===== config.mk =====
export PLATFORM = sky130hd
export DESIGN_NAME = text_scanout
export DESIGN_NICKNAME = d
export VERILOG_FILES = /design/src/rtl/text_scanout_pkg.sv /design/src/rtl/text_pixel_shifter.sv /design/src/rtl/text_scanout.sv
export SDC_FILE = /design/constraint.sdc
export NUM_CORES = 1
export LEC_CHECK = 0
export BUFFER_PORTS_ARGS = -buffer_cell sky130_fd_sc_hd__buf_2
export CAP_MARGIN = 25
export CORE_MARGIN = 4
export CORE_UTILIZATION = 57
export CTS_CLUSTER_DIAMETER = 60
export DETAILED_ROUTE_END_ITERATION = 7
export PLACE_DENSITY = 0.84
export SLEW_MARGIN = 20
export SYNTH_ARGS = -nofsm -noshare
export SYNTH_HDL_FRONTEND = slang
export SYNTH_SLANG_ARGS = --single-unit

===== constraint.sdc =====
create_clock -name clk50 -period 2.3 [get_ports clk50]
set_input_delay 0.23 -clock clk50 [delete_from_list [all_inputs] [get_ports clk50]]
set_output_delay 0.23 -clock clk50 [all_outputs]
set_load 0.005 [all_outputs]

===== src/rtl/text_scanout_pkg.sv =====
// Shared definitions for the text-mode scanout: cell word layout, bus widths, FSM encoding.
package text_scanout_pkg;

  localparam int RA_W   = 13;
  localparam int FA_W   = 11;
  localparam int CELL_W = 18;

  localparam int BL_HI = 17, BL_LO = 16;
  localparam int BG_HI = 15, BG_LO = 12;
  localparam int FG_HI = 11, FG_LO = 8;
  localparam int CH_HI = 7,  CH_LO = 0;

  typedef enum logic [2:0] {
    ST_IDLE     = 3'd0,
    ST_PREFETCH = 3'd1,
    ST_READY    = 3'd2,
    ST_ACTIVE   = 3'd3,
    ST_BLANK    = 3'd4
  } state_e;

  // Field order matches the cell word above the character byte.
  typedef struct packed {
    logic [1:0] bl;
    logic [3:0] bg;
    logic [3:0] fg;
  } attr_t;

  function automatic attr_t cell_attr(input logic [CELL_W-1:0] w);
    return attr_t'(w[BL_HI:FG_LO]);
  endfunction

  function automatic logic [7:0] cell_char(input logic [CELL_W-1:0] w);
    return w[CH_HI:CH_LO];
  endfunction

endpackage


===== src/rtl/text_pixel_shifter.sv =====
// Glyph-row shifter for one 8-pixel cell plus its attribute register and colour select.
module text_pixel_shifter
  import text_scanout_pkg::*;
(
  input  logic       clk_i,
  input  logic       rst_ni,
  input  logic       load_i,
  input  logic       shift_i,
  input  logic       blink_i,
  input  logic [7:0] glyph_i,
  input  attr_t      attr_i,
  output logic [3:0] pix_o
);

  logic [7:0] sh_q;
  attr_t      attr_q;
  logic [3:0] fg, bg;

  always_ff @(posedge clk_i or negedge rst_ni) begin
    if (!rst_ni) begin
      sh_q   <= '0;
      attr_q <= '0;
    end else if (load_i) begin
      sh_q   <= glyph_i;
      attr_q <= attr_i;
    end else if (shift_i) begin
      sh_q   <= {sh_q[6:0], 1'b0};
    end
  end

  // Reverse video first, so a blinking reversed cell blanks to its swapped background.
  always_comb begin
    fg = attr_q.bl[1] ? attr_q.bg : attr_q.fg;
    bg = attr_q.bl[1] ? attr_q.fg : attr_q.bg;
    if (attr_q.bl[0] && blink_i) pix_o = bg;
    else                         pix_o = sh_q[7] ? fg : bg;
  end

endmodule


===== src/rtl/text_scanout.sv =====
// Text-mode scanout: cell RAM -> font ROM -> pixel shifter. Define TEXT_SCANOUT_BLINK_EN
// to add the frame counter that drives blinking cells (BL[0]).
module text_scanout
  import text_scanout_pkg::*;
#(
  parameter int COLS   = 120,
  parameter int ROWS   = 61,
  parameter int CELL_H = 8
) (
  input  logic              clk50,
  input  logic              rst_n,
  input  logic              frame_start,
  input  logic              line_start,
  input  logic              de,
  output logic [RA_W-1:0]   RAddr,
  input  logic [CELL_W-1:0] RData,
  output logic [FA_W-1:0]   FAddr,
  input  logic [7:0]        FData,
  output logic [3:0]        pix_color,
  output logic              pix_valid,
  output logic              underrun
);

  localparam int CW = $clog2(COLS + 1);
  localparam int RW = $clog2(ROWS + 1);
  localparam int GW = ($clog2(CELL_H) > 3) ? $clog2(CELL_H) : 3;

  state_e          state_q, state_d;
  logic [2:0]      vld_pipe_q;
  logic [RA_W-1:0] raddr_q, row_base_q;
  logic [CW-1:0]   col_q;
  logic [2:0]      px_q;
  logic [RW-1:0]   row_q;
  logic [GW-1:0]   gline_q;
  attr_t           nattr_q;
  logic [7:0]      nglyph_q, ld_glyph;
  logic [3:0]      pix_q, sh_pix;
  logic            pv_q, under_q, blink;
  logic            ls_acc, go, shift, last_px, line_end, row_end, frame_end, issue, load;

  always_ff @(posedge clk50 or negedge rst_n) begin
    if (!rst_n) state_q <= ST_IDLE;
    else        state_q <= state_d;
  end

  always_comb begin
    state_d = state_q;
    if (frame_start)  state_d = ST_IDLE;
    else if (ls_acc)  state_d = ST_PREFETCH;
    else begin
      case (state_q)
        ST_PREFETCH: if (vld_pipe_q[2]) state_d = ST_READY;
        ST_READY:    if (de)            state_d = ST_ACTIVE;
        ST_ACTIVE:   if (line_end)      state_d = frame_end ? ST_BLANK : ST_IDLE;
        default:     state_d = state_q;
      endcase
    end
  end

  // vld_pipe_q: [0] address on RAddr, [1] RData valid, [2] FData valid.
  always_comb begin
    ls_acc    = line_start && !frame_start && (state_q != ST_BLANK);
    go        = !frame_start && !ls_acc;
    shift     = de && (state_q == ST_READY || state_q == ST_ACTIVE);
    last_px   = shift && (px_q == 3'd7);
    line_end  = go && last_px && (col_q == CW'(COLS - 1));
    row_end   = (gline_q == GW'(CELL_H - 1));
    frame_end = row_end && (row_q == RW'(ROWS - 1));
    issue     = !frame_start &&
                (ls_acc || (shift && px_q == 3'd0 && col_q != CW'(COLS - 1)));
    load      = go && ((state_q == ST_PREFETCH && vld_pipe_q[2]) || (last_px && !line_end));
    ld_glyph  = (state_q == ST_PREFETCH) ? FData : nglyph_q;
  end

  always_ff @(posedge clk50 or negedge rst_n) begin
    if (!rst_n) begin
      vld_pipe_q <= '0;
      raddr_q    <= '0;
      row_base_q <= '0;
      col_q      <= '0;
      px_q       <= '0;
      row_q      <= '0;
      gline_q    <= '0;
      nattr_q    <= '0;
      nglyph_q   <= '0;
      pix_q      <= '0;
      pv_q       <= 1'b0;
      under_q    <= 1'b0;
    end else begin
      vld_pipe_q <= go ? {vld_pipe_q[1:0], issue} : {2'b00, issue};
      if (issue)         raddr_q  <= ls_acc ? row_base_q : raddr_q + RA_W'(1);
      if (vld_pipe_q[1]) nattr_q  <= cell_attr(RData);
      if (vld_pipe_q[2]) nglyph_q <= FData;
      if (ls_acc) begin
        px_q  <= '0;
        col_q <= '0;
      end else if (shift) begin
        px_q <= px_q + 3'd1;
        if (last_px) col_q <= col_q + CW'(1);
      end
      // Row base steps by COLS so the cell address never needs a multiply.
      if (frame_start) begin
        row_q      <= '0;
        gline_q    <= '0;
        row_base_q <= '0;
      end else if (line_end) begin
        if (row_end) begin
          gline_q    <= '0;
          row_q      <= row_q + RW'(1);
          row_base_q <= row_base_q + RA_W'(COLS);
        end else begin
          gline_q <= gline_q + GW'(1);
        end
      end
      pix_q <= shift ? sh_pix : 4'h0;
      pv_q  <= de;
      if (de && !(state_q inside {ST_READY, ST_ACTIVE, ST_BLANK})) under_q <= 1'b1;
    end
  end

`ifdef TEXT_SCANOUT_BLINK_EN
  logic [7:0] fcnt_q;
  always_ff @(posedge clk50 or negedge rst_n) begin
    if (!rst_n)           fcnt_q <= '0;
    else if (frame_start) fcnt_q <= fcnt_q + 8'd1;
  end
  assign blink = fcnt_q[5];
`else
  assign blink = 1'b0;
`endif

  text_pixel_shifter u_shift (
    .clk_i   (clk50),
    .rst_ni  (rst_n),
    .load_i  (load),
    .shift_i (shift),
    .blink_i (blink),
    .glyph_i (ld_glyph),
    .attr_i  (nattr_q),
    .pix_o   (sh_pix)
  );

  assign RAddr     = raddr_q;
  assign FAddr     = vld_pipe_q[1] ? {cell_char(RData), gline_q[2:0]} : '0;
  assign pix_color = pix_q;
  assign pix_valid = pv_q;
  assign underrun  = under_q;

endmodule

# Yosys cells after proc, flatten, opt, wreduce, memory -nomap -nowiden
# Index checks and enable logic that the tools add are counted.
# op_classes
n_addsub	6
eq_ne	13
n_mux	31
n_reduce_logical	33
# op_table
operator	count
$mux 13	4
$mux 3	12
$mux 8	3
$mux 7	3
$mux 6	3
$mux 4	4
$logic_and 1x1->1	15
$add 13x1->13 const B	1
$add 13x7->13 const B	1
$ne 4x4->1 const B	3
$mux 11	1
$reduce_bool 2->1	5
$eq 3x3->1 const B	3
$pmux 3 s3	1
$add 7x1->7 const B	1
$eq 7x7->1 const B	1
$ne 7x7->1 const B	1
$add 3x1->3 const B	2
$add 6x1->6 const B	1
$eq 3x2->1 const B	2
$eq 6x6->1 const B	1
$reduce_bool 5->1	1
$logic_not 1->1	4
$reduce_and 2->1	2
other kinds (6)	8
# word_totals
reg_bits	93
inputBits	31
out_inout_bits	30
elab_cells	102

# Depth between registers and ports, before layout
# depth
word_depth	12
depth_mapped	9
mapped_depth_nobuf	6

# Cells and area by module
# From an unflattened synthesis, not the netlist that was laid out.
# hier_totals
hier_cells	416
area_unflattened_um2	4495.6
# modules_own_cells
module	instances	cells_each	area_per_inst_um2	seq_area_each_um2
text_scanout	1	354	3687.3	1801.7
text_pixel_shifter	1	62	808.3	450.4

# Worst setup path before layout
# No wires, ideal clock.
# synth_timing
kind	register to register
start	reg state_q[1]
end	reg u_shift.attr_q[5] (netlist bit)
setup_ns	0.125
t_arrival_ns	1.946
required_ns	2.175
path_slack_ns	0.229
path_stages_with_launch	7
path_buffers	2
synth_period_minus_slack_ns	2.071
path_cell_list	dfrtp_1 > buf_6 > or3b_4 > a21o_1 > a21oi_2 > buf_6 > mux2_2
# synth_between
elab_chain_cells	10
word_cells_on_any_way	17
cone_classes	eq/ne (4); reduce/logical (13)
# synth_lines
element	line_no	rtl
start, declared	text_scanout.sv:28	state_e state_q, state_d;
start signal, assigned	text_scanout.sv:43	else state_q <= state_d;
$ne 3x3->1 / $eq 3x2->1 (equally long branches)	text_scanout.sv:62, text_scanout.sv:64	
$logic_and 1x1->1 / $logic_or 1x1->1 (equally long branches)	text_scanout.sv:62, text_scanout.sv:64	
$logic_not 1->1 / $logic_and 1x1->1 (equally long branches)	text_scanout.sv:63, text_scanout.sv:64	
$logic_and 1x1->1 (on tied branches)	text_scanout.sv:63, text_scanout.sv:65	
$logic_and 1x1->1 (2 in a row)	text_scanout.sv:66	line_end = go && last_px && (col_q == CW'(COLS - 1));
$logic_not 1->1	text_scanout.sv:71	load = go && ((state_q == ST_PREFETCH && vld_pipe_q[2]) || (last_px && !line_end));
$logic_and 1x1->1	text_scanout.sv:71	
$logic_or 1x1->1	text_scanout.sv:71	
$logic_and 1x1->1 (*)	text_scanout.sv:71	
end signal, assigned	text_pixel_shifter.sv:25	attr_q <= attr_i;
end, declared	text_pixel_shifter.sv:16	attr_t attr_q;
# Mark *: on every way between the ends. The rest lies on a longest branch, timed or not.
# A chain may end at the register's enable or synchronous reset.

# Worst setup path in the final report
# layout_timing
start	reg state_q[1]
end	reg u_shift.attr_q[4] (netlist bit)
# Same word-level chain as after synthesis.

==> impl_metrics.env <==
export IMPL_status="complete, no violations"
export IMPL_ioPinCount=61
export IMPL_die_h_um=95.5
export IMPL_cts_tree="done"
export IMPL_viasPerCell=5.85
export IMPL_die_area_um2=9110
export IMPL_start_util=0.595
export IMPL_netlist_instances=398
export IMPL_clock_fmax_mhz=468
export IMPL_synth_mux_area_frac=0.144
export IMPL_wire_per_inst_um=16.0
export IMPL_placed_cells=548
export IMPL_finalHoldViolCount=0
export IMPL_ys_seq_elements=88
export IMPL_p_leak_uw=0.00239
export IMPL_period_share=0.929
export IMPL_vias=3313
export IMPL_synth_xor_area_frac=0.0161
export IMPL_period_minus_slack_ps=2140
export IMPL_firstDrtPassIters=5
export IMPL_synth_avg_cell_area_um2=11.0
export IMPL_final_cell_area_um2=5030
export IMPL_io_buffers=59
export IMPL_syn_area_um2=4360
export IMPL_nets=503
export IMPL_synth_top_family_by_area="simple AND/OR/NAND/NOR gates"
export IMPL_cts_clk_slew_worst_paths_ps=90
export IMPL_drc=0
export IMPL_die_x_um=95.5
export IMPL_ys_seq_area_frac=0.505
export IMPL_setup_viol=0
export IMPL_grtUsageTotal=0.209
export IMPL_detail_route_antenna_nets=0
export IMPL_cts_max_level=3
export IMPL_core_area_um2=7330
export IMPL_initialDrtViolationCount=217
export IMPL_synth_flop_cell="dfrtp_1"
export IMPL_clockBufferDepth=2
export IMPL_grt_pass1_wl_um=14900
export IMPL_row_count=31
export IMPL_rsz0062_at_grt="no"
export IMPL_max_slew_margin_rel=0.467
export IMPL_hold_path_class="in2reg"
export IMPL_area_growth_pct=15.4
export IMPL_worstPathMaxFanout=17
export IMPL_finClkSkew_ps=13.9
export IMPL_final_cell_mix="dfrtp_1 (88), buf_2 (58), mux2i_1 (30)"
export IMPL_synth_simple_gate_area_frac=0.173
export IMPL_grt_pass1_vias=3204
export IMPL_synth_edff_count=0
export IMPL_overflow=0
export IMPL_drive_gt1_frac=0.270
export IMPL_wirelength_um=9070
export IMPL_ir_drop_v=0.000376
export IMPL_dpl_cell_area_um2=4810
export IMPL_drv_cap=0
export IMPL_p_per_area_nw_per_um2=607
export IMPL_place_congestion=0.786
export IMPL_clockRootBuffer="clkbuf_8"
export IMPL_cp_end_kind="flip-flop"
export IMPL_synthArstFlopShare=1.00
export IMPL_ctsHoldBuffers=1
export IMPL_grt_max_degree=58
export IMPL_synth_compound_area_frac=0.0981
export IMPL_cts_resized=0
export IMPL_numCtsBuffers=9
export IMPL_tns_ps=0
export IMPL_synth_nets=439
export IMPL_layout_commonest_cell="dfrtp_1"
export IMPL_slew_violations=0
export IMPL_antenna_found_initial=0
export IMPL_worstSkewPairLatency_ps=360
export IMPL_start_kind="flip-flop"
export IMPL_cts_setup_buffers=0
export IMPL_ys_warnings_count=0
export IMPL_synthDistinctLibCells=43
export IMPL_worst_pin_slew_ps=797
export IMPL_clock_sinks=88
export IMPL_synth_adder_area_share=0.0287
export IMPL_fin_cells=566
export IMPL_n_antenna_cell=0
export IMPL_dpl_hpwl_um=6330
export IMPL_cp_arrival_ps=2390
export IMPL_required_ps=2550
export IMPL_criticalPathCategory="reg2reg"
-- kinds of logic (layout without fill, tap and decap cells) --
family                   count (synthesis)  after routing
AND/OR/NAND/NOR                        131            131
flip-flops                              88             88
AO/OA/AOI/OAI                           68             68
multiplexers                            59             59
buffers and inverters                   34            103
adder cells (fa/ha/maj)                 10             10
XOR/XNOR                                 8              8
-- metrics by stage --
| stage | total power [uW] | worst slack [ps] | hold WS (ps) | utilization |
|---|---|---|---|---|
| CTS | 3080 | 180 | 50.9 | 0.685 |
| global route | 3180 | 70.1 | 54.5 | 0.686 |
| global placement | 1950 | 220 | 191 | 0.656 |
| finish | 3060 | 163 | 75.8 | 0.686 |
| detailed placement | 1970 | 199 | 189 | 0.656 |
| floorplan | 1840 | 229 | -65.6 | - |
-- registers in the layout, summed over array words and instances, names as in the netlist --
register and cells:
RAddr 13, col_q 7, gline_q 3, nattr_q 9, nglyph_q 8, pix_color 4, pix_valid 1, px_q 3
row_base_q 10, row_q 6, state_q 3, u_shift.attr_q 9, u_shift.sh_q 8, underrun 1, vld_pipe_q 3
-- area by class of cell --
class	instances	area (um^2)
inverters	11	41.3
well taps	99	124
clock buffers	9	124
multi-input cells	276	2000
clock inverters	7	83.8
flip-flops and latches	88	2200
repair buffers	76	453
fillers	524	2300
-- layer usage --
metal  vias to the layer above  GRT usage  share of wire
li1                       1582          -              -
met1                      1619      0.270           0.43
met2                        97      0.354           0.50
met3                        15     0.0284          0.049
met4                         0     0.0841          0.019
met5                         -          0              0
-- critical path, cell delays in order (launching register included) --
cell,delay (ps)
dfrtp_1,500
or3b_4,460
a21o_1,320
a21oi_2,210
buf_12,190
mux2_2,350
-- where the power goes --
part           internal, uW  switching (uW)
registers              1630            56.3
clock network           525             599
logic                   124             121
total                  2280             777
-- synthesized netlist by cell type, types with 2 or more instances --
| library cell | instances | area [um^2] |
|---|---|---|
| a21o_1 | 3 | 22.5 |
| a21oi_1 | 17 | 85.1 |
| a31o_2 | 2 | 17.5 |
| a31oi_1 | 7 | 43.8 |
| and2_1 | 14 | 87.6 |
| and3_1 | 2 | 12.5 |
| and4_1 | 4 | 35.0 |
| and4b_1 | 3 | 30.0 |
| buf_2 | 3 | 15.0 |
| buf_6 | 3 | 33.8 |
| clkbuf_1 | 17 | 63.8 |
| dfrtp_1 | 88 | 2200 |
| ha_1 | 10 | 125 |
| inv_1 | 11 | 41.3 |
| mux2_2 | 29 | 327 |
| mux2i_1 | 30 | 300 |
| nand2_1 | 15 | 56.3 |
| nand2b_1 | 3 | 18.8 |
| nand3_1 | 17 | 85.1 |
| nand4_1 | 6 | 37.5 |
| nand4b_1 | 2 | 17.5 |
| nor2_1 | 25 | 93.8 |
| nor2b_1 | 7 | 43.8 |
| nor3_1 | 2 | 10.0 |
| nor3b_1 | 2 | 15.0 |
| o211ai_1 | 8 | 60.1 |
| o21ai_0 | 15 | 75.1 |
| o31ai_1 | 11 | 82.6 |
| or3_1 | 10 | 62.6 |
| or4_1 | 13 | 97.6 |
| xnor2_1 | 3 | 26.3 |
| xor2_1 | 5 | 43.8 |
-- worst paths after layout --
path                                from           endpoint  slack [ps]  cells past startpoint
max                           state_q[1]  u_shift.attr_q[4]         160                      5
max reg2reg                   state_q[1]  u_shift.attr_q[4]         160                      5
min                                   de          pix_valid          80                      1
min reg2reg                vld_pipe_q[0]      vld_pipe_q[1]         450                      1
max in group asynchronous          rst_n      vld_pipe_q[2]        1340                      3
min in group asynchronous          rst_n           RAddr[1]         350                      2
No activity file was read; power rests on OpenSTA's default activity.
